==> config.mk <==
export PLATFORM = sky130hd
export DESIGN_NAME = dir_button_ctrl
export DESIGN_NICKNAME = d
export VERILOG_FILES = /design/src/rtl/lab8_pkg.sv /design/src/rtl/sync_2ff.sv /design/src/rtl/dir_button_ctrl.sv
export SDC_FILE = /design/constraint.sdc
export NUM_CORES = 1
export LEC_CHECK = 0
export BUFFER_PORTS_ARGS = -buffer_cell sky130_fd_sc_hd__buf_4
export CORE_MARGIN = 2
export CORE_UTILIZATION = 45
export CTS_BUF_LIST = sky130_fd_sc_hd__clkbuf_8
export DETAILED_ROUTE_END_ITERATION = 8
export GPL_TIMING_DRIVEN = 0
export HOLD_SLACK_MARGIN = 0.08
export PLACE_DENSITY_LB_ADDON = 0.08
export SETUP_SLACK_MARGIN = 0.1
export SLEW_MARGIN = 15
export SYNTH_ARGS = -nofsm -noshare
export SYNTH_HDL_FRONTEND = slang
export SYNTH_SLANG_ARGS = --single-unit
==> constraint.sdc <==
create_clock -name clk -period 2.66 [get_ports clk]
set_input_delay 0.266 -clock clk [delete_from_list [all_inputs] [get_ports clk]]
set_output_delay 0.266 -clock clk [all_outputs]
set_load 0.005 [all_outputs]
==> src/rtl/lab8_pkg.sv <==
`default_nettype none
// ============================================================================
// Module   : lab8_pkg
// Purpose  : Shared types and helpers for the lab8 input-conditioning blocks.
//            - btn_state_t  : button debounce / press-classification states
//            - ms_to_cycles : converts a millisecond interval to clock cycles
// Revision : 1.0  initial release
// ============================================================================
package lab8_pkg;

    typedef enum logic [2:0] {
        ST_IDLE        = 3'd0,
        ST_DEB_PRESS   = 3'd1,
        ST_PRESSED     = 3'd2,
        ST_HELD        = 3'd3,
        ST_DEB_RELEASE = 3'd4
    } btn_state_t;

    // Divide first so large clock rates do not overflow 32 bits.
    function automatic int unsigned ms_to_cycles(input int unsigned clk_hz,
                                                 input int unsigned ms);
        return (clk_hz / 1000) * ms;
    endfunction

endpackage : lab8_pkg
`default_nettype wire

==> src/rtl/sync_2ff.sv <==
`default_nettype none
// ============================================================================
// Module   : sync_2ff
// Purpose  : Two-flop synchroniser for a single asynchronous input.
// Ports    : clk   - destination clock, rising edge
//            rst_n - asynchronous active-low reset (flops load RESET_VAL)
//            d     - asynchronous input
//            q     - synchronised output, d delayed by two rising edges
// Revision : 1.0  initial release
// ============================================================================
module sync_2ff #(
    parameter logic RESET_VAL = 1'b0
) (
    input  logic clk,
    input  logic rst_n,
    input  logic d,
    output logic q
);

    logic meta;

    always_ff @(posedge clk or negedge rst_n) begin
        if (!rst_n) begin
            meta <= RESET_VAL;
            q    <= RESET_VAL;
        end else begin
            meta <= d;
            q    <= meta;
        end
    end

endmodule : sync_2ff
`default_nettype wire

==> src/rtl/dir_button_ctrl.sv <==
`default_nettype none
// ============================================================================
// Module   : dir_button_ctrl
// Purpose  : Conditions one raw push-button into counter controls.
//            A debounced short press toggles direction; a debounced hold
//            longer than HOLD_MS toggles run. Each press performs at most
//            one action. All outputs are registered.
// Ports    : clk        - system clock, rising edge
//            reset      - asynchronous active-low reset
//            btn_in     - raw bouncy button, 1 = pressed
//            direction  - counter direction level
//            run        - 1 = counter enabled, 0 = paused
//            btn_level  - debounced button level
//            dir_pulse  - one-cycle strobe when direction toggles
//            hold_pulse - one-cycle strobe when run toggles
// Revision : 1.0  initial release
// ============================================================================
module dir_button_ctrl
    import lab8_pkg::*;
#(
    parameter int unsigned CLK_HZ      = 100_000_000,
    parameter int unsigned DEBOUNCE_MS = 10,
    parameter int unsigned HOLD_MS     = 800
) (
    input  logic clk,
    input  logic reset,
    input  logic btn_in,
    output logic direction,
    output logic run,
    output logic btn_level,
    output logic dir_pulse,
    output logic hold_pulse
);

    localparam int unsigned DB_CYCLES   = ms_to_cycles(CLK_HZ, DEBOUNCE_MS);
    localparam int unsigned HOLD_CYCLES = ms_to_cycles(CLK_HZ, HOLD_MS);
    localparam int unsigned CNT_W       = $clog2(HOLD_CYCLES);

    localparam logic [CNT_W-1:0] DB_LAST   = CNT_W'(DB_CYCLES - 1);
    localparam logic [CNT_W-1:0] HOLD_LAST = CNT_W'(HOLD_CYCLES - 1);

    logic             btn_sync;
    btn_state_t       state;
    logic [CNT_W-1:0] cnt;
    logic             short_press;

    sync_2ff #(
        .RESET_VAL (1'b0)
    ) u_sync (
        .clk   (clk),
        .rst_n (reset),
        .d     (btn_in),
        .q     (btn_sync)
    );

    // cnt is shared by every timed state and is cleared on each transition,
    // so each state times its own window from zero.
    always_ff @(posedge clk or negedge reset) begin
        if (!reset) begin
            state       <= ST_IDLE;
            cnt         <= '0;
            short_press <= 1'b0;
            direction   <= 1'b0;
            run         <= 1'b1;
            btn_level   <= 1'b0;
            dir_pulse   <= 1'b0;
            hold_pulse  <= 1'b0;
        end else begin
            dir_pulse  <= 1'b0;
            hold_pulse <= 1'b0;
            case (state)
                ST_IDLE: begin
                    if (btn_sync) begin
                        state <= ST_DEB_PRESS;
                        cnt   <= '0;
                    end
                end
                ST_DEB_PRESS: begin
                    if (!btn_sync) begin
                        state <= ST_IDLE;
                        cnt   <= '0;
                    end else if (cnt == DB_LAST) begin
                        state     <= ST_PRESSED;
                        cnt       <= '0;
                        btn_level <= 1'b1;
                    end else begin
                        cnt <= cnt + 1'b1;
                    end
                end
                ST_PRESSED: begin
                    // Release is tested first so a release coinciding with
                    // the hold terminal count is classified as short.
                    if (!btn_sync) begin
                        state       <= ST_DEB_RELEASE;
                        cnt         <= '0;
                        short_press <= 1'b1;
                    end else if (cnt == HOLD_LAST) begin
                        state      <= ST_HELD;
                        cnt        <= '0;
                        run        <= ~run;
                        hold_pulse <= 1'b1;
                    end else begin
                        cnt <= cnt + 1'b1;
                    end
                end
                ST_HELD: begin
                    if (!btn_sync) begin
                        state       <= ST_DEB_RELEASE;
                        cnt         <= '0;
                        short_press <= 1'b0;
                    end
                end
                ST_DEB_RELEASE: begin
                    // A bounce back to pressed restarts the release window
                    // rather than returning to a pressed state.
                    if (btn_sync) begin
                        cnt <= '0;
                    end else if (cnt == DB_LAST) begin
                        state     <= ST_IDLE;
                        cnt       <= '0;
                        btn_level <= 1'b0;
                        if (short_press) begin
                            direction <= ~direction;
                            dir_pulse <= 1'b1;
                        end
                    end else begin
                        cnt <= cnt + 1'b1;
                    end
                end
                default: begin
                    state <= ST_IDLE;
                    cnt   <= '0;
                end
            endcase
        end
    end

endmodule : dir_button_ctrl
`default_nettype wire

==> metrics.md, run 1 <==
| Metric | Value |
|---|---|
| Status | finished, final reports clean |
| CTS tree | done |
| Top Ports | 8 |
| Worst setup EP type | flip-flop |
| Minimum clock period | 2.414 ns |
| Yosys top cell area share | 0.4394 |
| # port buffers | 7 |
| First-pass GRT wire length | between 8 and 9 mm |
| Sw Ratio | 0.2459 |
| Core area | between 0.004 and 0.005 mm2 |
| Final hold vios | 0 |
| FF-to-FF path depth | 6 |
| Worst Hold Margin | approximately 0.35 ns |
| Antenna Cells | 0 |
| Skew-Pair Late Insertion Delay | 0.29 ns |
| P_sw | 292.3 uW |
| R2R Path End | cnt[25] |
| Worst setup SP type | flip-flop |
| GP Congestion | 0.8596 |
| Cell-internal power | 896.6 uW |
| Total wire length | about 5 mm |
| Max-cap violation count | 0 |
| Critical path arrival | 2.59 ns |
| Reg-to-reg slack, setup | 0.25 ns |
| Synth area leaders | dfrtp_1 44%, nand2_1 5.7%, a21oi_1 4.5%, a31oi_1 4.5%, nand3_1 3.1% |
| CTS clk-pin slew, worst paths | 0.07 ns |
| Fmax | 414.3 MHz |
| Min-delay src | u_sync.meta |
| Final Slew Violations | 0 |
| Initial antenna violation count | 0 |
| WL per Instance | 16.42 um |
| Worst Path Max Fanout | 8 |
| Hold EP | u_sync.q |
| Setup_tns | 0 ns |
| Peak VDD IR | 0.3419 mV |
| Detailed Routing Iterations Pass 1 | 4 |
| Worst-Margin Slew | between 0.6 and 0.7 ns |
| Cts bufs inserted | 5 |
| Number of H-tree levels | 2 |
| Starting Density | 0.4741 |
| GRT Total Usage | 0.2155 |
| Clock network power share | 0.392 |
| Die ar. | 0.005245 mm2 |
| HP Class | reg2reg |
| Gr ovfl total | 0 |
| Hold Path Stages | 0 |
| Yosys cell types | 45 |
| CP Data Required Time | 2.83 ns |
| Synth Instances | 242 |
| RSZ-0062 raised after global routing | true |
| Final setup violation count | 0 |
| RR Startpoint | cnt[6] |
| Pwr dens | 498.5 mW/mm2 |
| Die Ht | 72.43 um |
| Leak | 0.001002 uW |
| Root buffer cell | clkbuf_8 |
| Syn Area/Cell | 8.707 um2 |
| Syn Nets | 246 |
| Synthesis warning total | 0 |
| Share of layout cells above drive strength 1 | 0.1226 |
| DR vias | 1866 |
| Rows | 24 |
| # DRC | 0 |
| Yosys reg bits | 38 |
| Sequential power share | 0.521 |
| DR iter-0 viols | 152 |
| Seq/Total Area, Yosys | 0.4519 |
| Post-Syn Area | 0.002107 mm2 |
| Vias/cell | 5.962 |
| P&R area growth vs syn | 13.18% |
| Clock Sinks | 38 |
| Largest net degree at the start of global routing | 39 |
| Antenna violation net count after detailed routing | 0 |
| Die X | 72.43 um |
| Clock skew | 0.005123 ns |
| Final net count | 264 |
| Max Root-Sink Buffers | 2 |
| Yosys top cell by area | dfrtp_1 |
| Hpwl dp | 3.520 mm |
| Combinational power share | 0.087 |
| Vias in the first global route | between 1500 and 2000 |
| Critical Setup Path Class | reg2reg |
| Tcrit/Tclk final | 0.9074 |
| Slew headroom | 0.5832 |
[placed cells by master (no fill, tap or decap), drive strengths merged, types with 3 or more instances in the layout]
| cell type | netlist | routed |
|---|---|---|
| o21ai | 14 | 14 |
| nand2 | 32 | 32 |
| and3 | 7 | 7 |
| clkbuf | 6 | 14 |
| inv | 10 | 10 |
| nor2b | 6 | 6 |
| buf | 7 | 16 |
| a31oi | 15 | 15 |
| dfrtp | 37 | 37 |
| nand4 | 6 | 6 |
| a21oi | 19 | 19 |
| xor2 | 4 | 4 |
| or3 | 5 | 5 |
| nor3 | 8 | 8 |
| o21bai | 3 | 3 |
| a41oi | 3 | 3 |
| nand3 | 13 | 13 |
| nor2 | 16 | 16 |
[state kept, by name (all words and copies together) (netlist names)]
name,flops
cnt,27
state,3
btn_level,1
dir_pulse,1
direction,1
hold_pulse,1
run,1
short_press,1
u_sync.meta,1
u_sync.q,1
[cell families after synthesis]
logic type / synth area share
compound gates: 0.2013
flops: 0.4519
xor+xnor: 0.01663
simple gates: 0.2619
mux: 0.009502
fa+ha+maj: 0.005937
buf+inv: 0.05285
[what timing repair did]
item / CTS / global route
resized for setup: 0 / 2
hold buffers: 1 / 1
endpoints found under the hold margin: 37 / 1
endpoints found under the setup margin: 0 / 7
setup buffers: 0 / 2
[power groups by stage]
stage	sequential (uW)	clock, uW	combinational [uW]
after floorplan	625	0	64.1
after global placement	629	0	97.9
after detailed placement	630	0	98.3
after CTS	618	474	101
after global routing	623	501	118
final	620	465	104
[metal layers]
| metal | vias to the layer above | track usage | share of wire |
|---|---|---|---|
| li1 | 918 | - | - |
| met3 | 7 | 0.03333 | 0.054 |
| met5 | - | 0 | 0 |
| met4 | 0 | 0.05350 | 0.0082 |
| met1 | 886 | 0.3238 | 0.50 |
| met2 | 55 | 0.3272 | 0.44 |
[final cells by class]
| type | count | area (um2) |
|---|---|---|
| Multi-Input combinational cell | 181 | 1059 |
| Buffer | 13 | 73.82 |
| Inverter | 10 | 37.54 |
| Sequential cell | 38 | 952.2 |
| Timing Repair Buffer | 11 | 87.58 |
| Tap cell | 52 | 65.06 |
| Clock buffer | 8 | 110.1 |
| Fill cell | 406 | 2059 |
[stage by stage]
| step | worst slack (ns) | std cells | utilization | total power (uW) | instance area [um2] |
|---|---|---|---|---|---|
| 4_1_cts | 0.1189 | 310 | 0.5276 | 1193 | 2345 |
| 6_report | 0.2463 | 313 | 0.5366 | 1189 | 2385 |
| 2_1_floorplan | 0.5453 | 242 | - | 689.2 | 2107 |
| 5_1_grt | 0.05312 | 313 | 0.5366 | 1242 | 2385 |
| 3_3_place_gp | 0.1496 | 301 | 0.5006 | 726.7 | 2225 |
| 3_5_place_dp | 0.1311 | 301 | 0.5006 | 728.0 | 2225 |
[critical path, stage by stage, from the launching register on]
cell and delay, ns:
dfrtp_1 0.47, nand3_1 0.23, or4_4 0.62, nor2b_1 0.37
nand3_1 0.16, and3_1 0.21, a221o_1 0.25
[Yosys cell counts (all sizes together)]
cell and instances:
a21bo 1, a21oi 19, a221o 2, a22o 2, a22oi 1, a31oi 15
a32o 1, a41oi 3, and2 1, and3 7, and4 2, buf 7
clkbuf 6, dfrtp 37, dfstp 1, ha 1, inv 10, mux2i 2
nand2 32, nand2b 1, nand3 13, nand3b 2, nand4 6, nand4b 2
nor2 16, nor2b 6, nor3 8, nor3b 2, nor4 2, nor4b 1
o21a 1, o21ai 14, o21bai 3, o221ai 1, o22ai 2, o41ai 1
or2 1, or3 5, or4 1, xor2 4
[how the worst max path moves through the flow]
stage	depth (start not counted)	endpoint	slack (ns)	startpoint
after floorplan	8	cnt[1]	0.55	cnt[15]
after global placement	8	cnt[26]	0.15	cnt[0]
after detailed placement	8	cnt[26]	0.13	cnt[0]
after CTS	8	cnt[26]	0.12	cnt[0]
after global routing	6	cnt[25]	0.05	cnt[6]
final	6	cnt[25]	0.25	cnt[6]
Power figures use the tool's default switching activity.
==> inputs of run 2 (changes only) <==
Settings changed: CELL_PAD_IN_SITES_DETAIL_PLACEMENT set to 2, CELL_PAD_IN_SITES_GLOBAL_PLACEMENT set to 2, CORE_UTILIZATION 45 to 40.
==> run 2 against run 1 <==
  * Sequential power hardly changed
  * Clock skew is 0.0089 ns higher
  * Core utilization is 5.7 points lower
  * Sequential share of layout area is 1.0 points lower
  * Non-clock buffer count is 1 higher
  * Count of clock-buffer cells in the layout is 2 lower
  * Global-route usage is 3.3 points higher
  * Worst setup slack worse by 0.070 ns
  * Wire length is 36% higher
  * Via count is 5.5% higher
  * Critical path type unchanged
  * Critical endpoint is now cnt[20]
  * Largest cell class unchanged
  * Largest power group is now the clock network
==> metrics.md, run 2 (same netlist as run 1, synthesis figures left out) <==
| Metric | Value |
|---|---|
| Initial antenna violation count | 0 |
| CP peak stage delay | roughly 0.47 ns |
| Multi-input gate area | 0.001061 mm2 |
| Top Registers | cnt: 27 flops, state: 3 flops |
| GRT Total Usage | 0.2481 |
| Biggest register | cnt |
| GP Congestion | approximately 0.80 |
| Worst setup SP type | flip-flop |
| Final setup violation count | 0 |
| Clock skew | 0.01404 ns |
| R2R Path End | cnt[20] |
| DR iter-0 viols | 56 |
| CTS tree | done |
| Clock Sinks | 38 |
| P&R area growth vs syn | 16.33% |
| Pwr dens | about 560 mW/mm2 |
| Leak | 0.001018 uW |
| FF-to-FF path depth | 9 |
| Die X | 76.58 um |
| Design area | 0.002451 mm2 |
| Min-delay src | u_sync.meta |
| Status | finished, final reports clean |
| Fmax | 402.6 MHz |
| Hold EP | u_sync.q |
| Highest Signal Layer | met4 |
| Largest net degree at the start of global routing | 39 |
| Max-cap violation count | 0 |
| Minimum clock period | 2.484 ns |
| Gr ovfl total | 0 |
| WL per Instance | about 21 um |
| Core area | 0.005107 mm2 |
| RR Startpoint | cnt[15] |
| Peak VDD IR | 0.2014 mV |
| Starting Density | 0.4125 |
| Hpwl dp | 4.640 mm |
| Storage element area | 953.4 um2 |
| Detailed Routing Iterations Pass 1 | 4 |
| First-pass GRT wire length | 11.23 mm |
| Vias/cell | 5.931 |
| Die ar. | approximately 0.0059 mm2 |
| Final hold vios | 0 |
| Slew headroom | 0.5923 |
| Worst Path Max Fanout | 10 |
| Cts bufs inserted | 5 |
| Most frequent cells in the layout | 36 x dfrtp_1, 32 x nand2_1, 19 x a21oi_1 |
| Antenna violation net count after detailed routing | 0 |
| Final net count | 265 |
| Share of layout cells above drive strength 1 | 0.1336 |
| Met1 WL | 3.190 mm |
| Max Root-Sink Buffers | 2 |
| Total wire length | 6.965 mm |
| Critical Setup Path Class | reg2reg |
| DR vias | 1969 |
| Die Ht | 76.58 um |
| Post-DP Area | roughly 0.0022 mm2 |
| CTS clk-pin slew, worst paths | 0.08 ns |
| Met2 Wirelength | 3.500 mm |
| Rows | 26 |
| Vias in the first global route | 2100 |
| Commonest non-fill, non-tap cell in the layout | dfrtp_1 |
| Skew-Pair Late Insertion Delay | 0.31 ns |
| Worst setup EP type | flip-flop |
| Largest register FFs | 27 |
| Worst Hold Margin | 0.3626 ns |
| Final Slew Violations | 0 |
| # DRC | 0 |
| CP max-delay cell | nor4b_1 |
| HP Class | reg2reg |
| Hold Path Stages | 0 |
| Met3 WL | 164 um |
| Fill count | 581 |
| CP cell instances | nor4b_1, nand4_1, or3_1, buf_2, a22o_4, buf_6, buf_2, a21oi_1, a21oi_1 |
| Worst-Margin Slew | 0.6116 ns |
| RSZ-0062 raised after global routing | false |
| # port buffers | 7 |
| CP Data Required Time | 2.84 ns |
| Tcrit/Tclk final | 0.9337 |
| Number of H-tree levels | 2 |
| Critical path arrival | ~2.7 ns |
| Top Ports | 8 |
| Root buffer cell | clkbuf_8 |
| Antenna Cells | 0 |
| Reg-to-reg slack, setup | 0.18 ns |
[run 2: cell types whose count changed in the layout (fill, tap and decap cells not counted), sizes merged]
cell | previous run | this run
clkbuf | 14 | 12
bufinv | 0 | 2
buf | 16 | 17
[run 2: layout make-up]
cell class | instances | area share
clock inverter | 2 | 0.02450
timing repair buffer | 12 | 0.03880
clock buffer | 6 | 0.03369
buffer | 13 | 0.03012
sequential | 38 | 0.3890
tap | 70 | 0.03573
multi-input combinational | 181 | 0.4329
inverter | 10 | 0.01531
[run 2: what timing repair did]
item	in CTS	in global routing
gates resized for setup	1	3
hold buffers	2	0
pin swaps	0	1
buffers inserted	0	3
setup endpoints to repair	5	16
hold endpoints to repair	38	0
[run 2: metrics by stage]
step	utilization	worst slack (ns)	setup TNS [ns]	cells	total power (uW)
2_1_floorplan	-	0.5453	0	242	689.2
3_3_place_gp	0.4400	0.04319	0	319	729.4
3_5_place_dp	0.4400	-0.03305	-0.03305	319	738.3
4_1_cts	0.4731	0.1002	0	329	1369
5_1_grt	0.4799	0.08253	0	332	1410
6_report	0.4799	0.1763	0	332	1367
[run 2: worst max-delay path: cells and delay by family, from the launching register on]
family	cells	cell delay, ns
AOI/OAI and AO/OA	3	0.46
buffers and inverters	3	0.53
DFF	1	0.44
and+or+nand+nor	3	0.92
[run 2: how the worst max path moves through the flow]
stage | startpoint | endpoint | slack, ns
after floorplan | cnt[15] | cnt[1] | 0.55
after CTS | cnt[3] | cnt[25] | 0.10
final | cnt[15] | cnt[20] | 0.18
after global placement | cnt[0] | cnt[26] | 0.04
after detailed placement | cnt[0] | cnt[26] | -0.03
after global routing | cnt[6] | cnt[25] | 0.08
[run 2: where the power goes]
part | switching [uW] | internal (uW) | total (uW)
logic | 71.2 | 39.3 | 110
clock network | 236 | 401 | 636
registers | 24.3 | 596 | 621
total | 331 | 1040 | 1370
[run 2: per-layer routing]
layer  GRT usage  vias up
met3     0.03673        9
met4     0.08182        0
li1            -      921
met2      0.4186       25
met1      0.3273     1014
met5           0        -
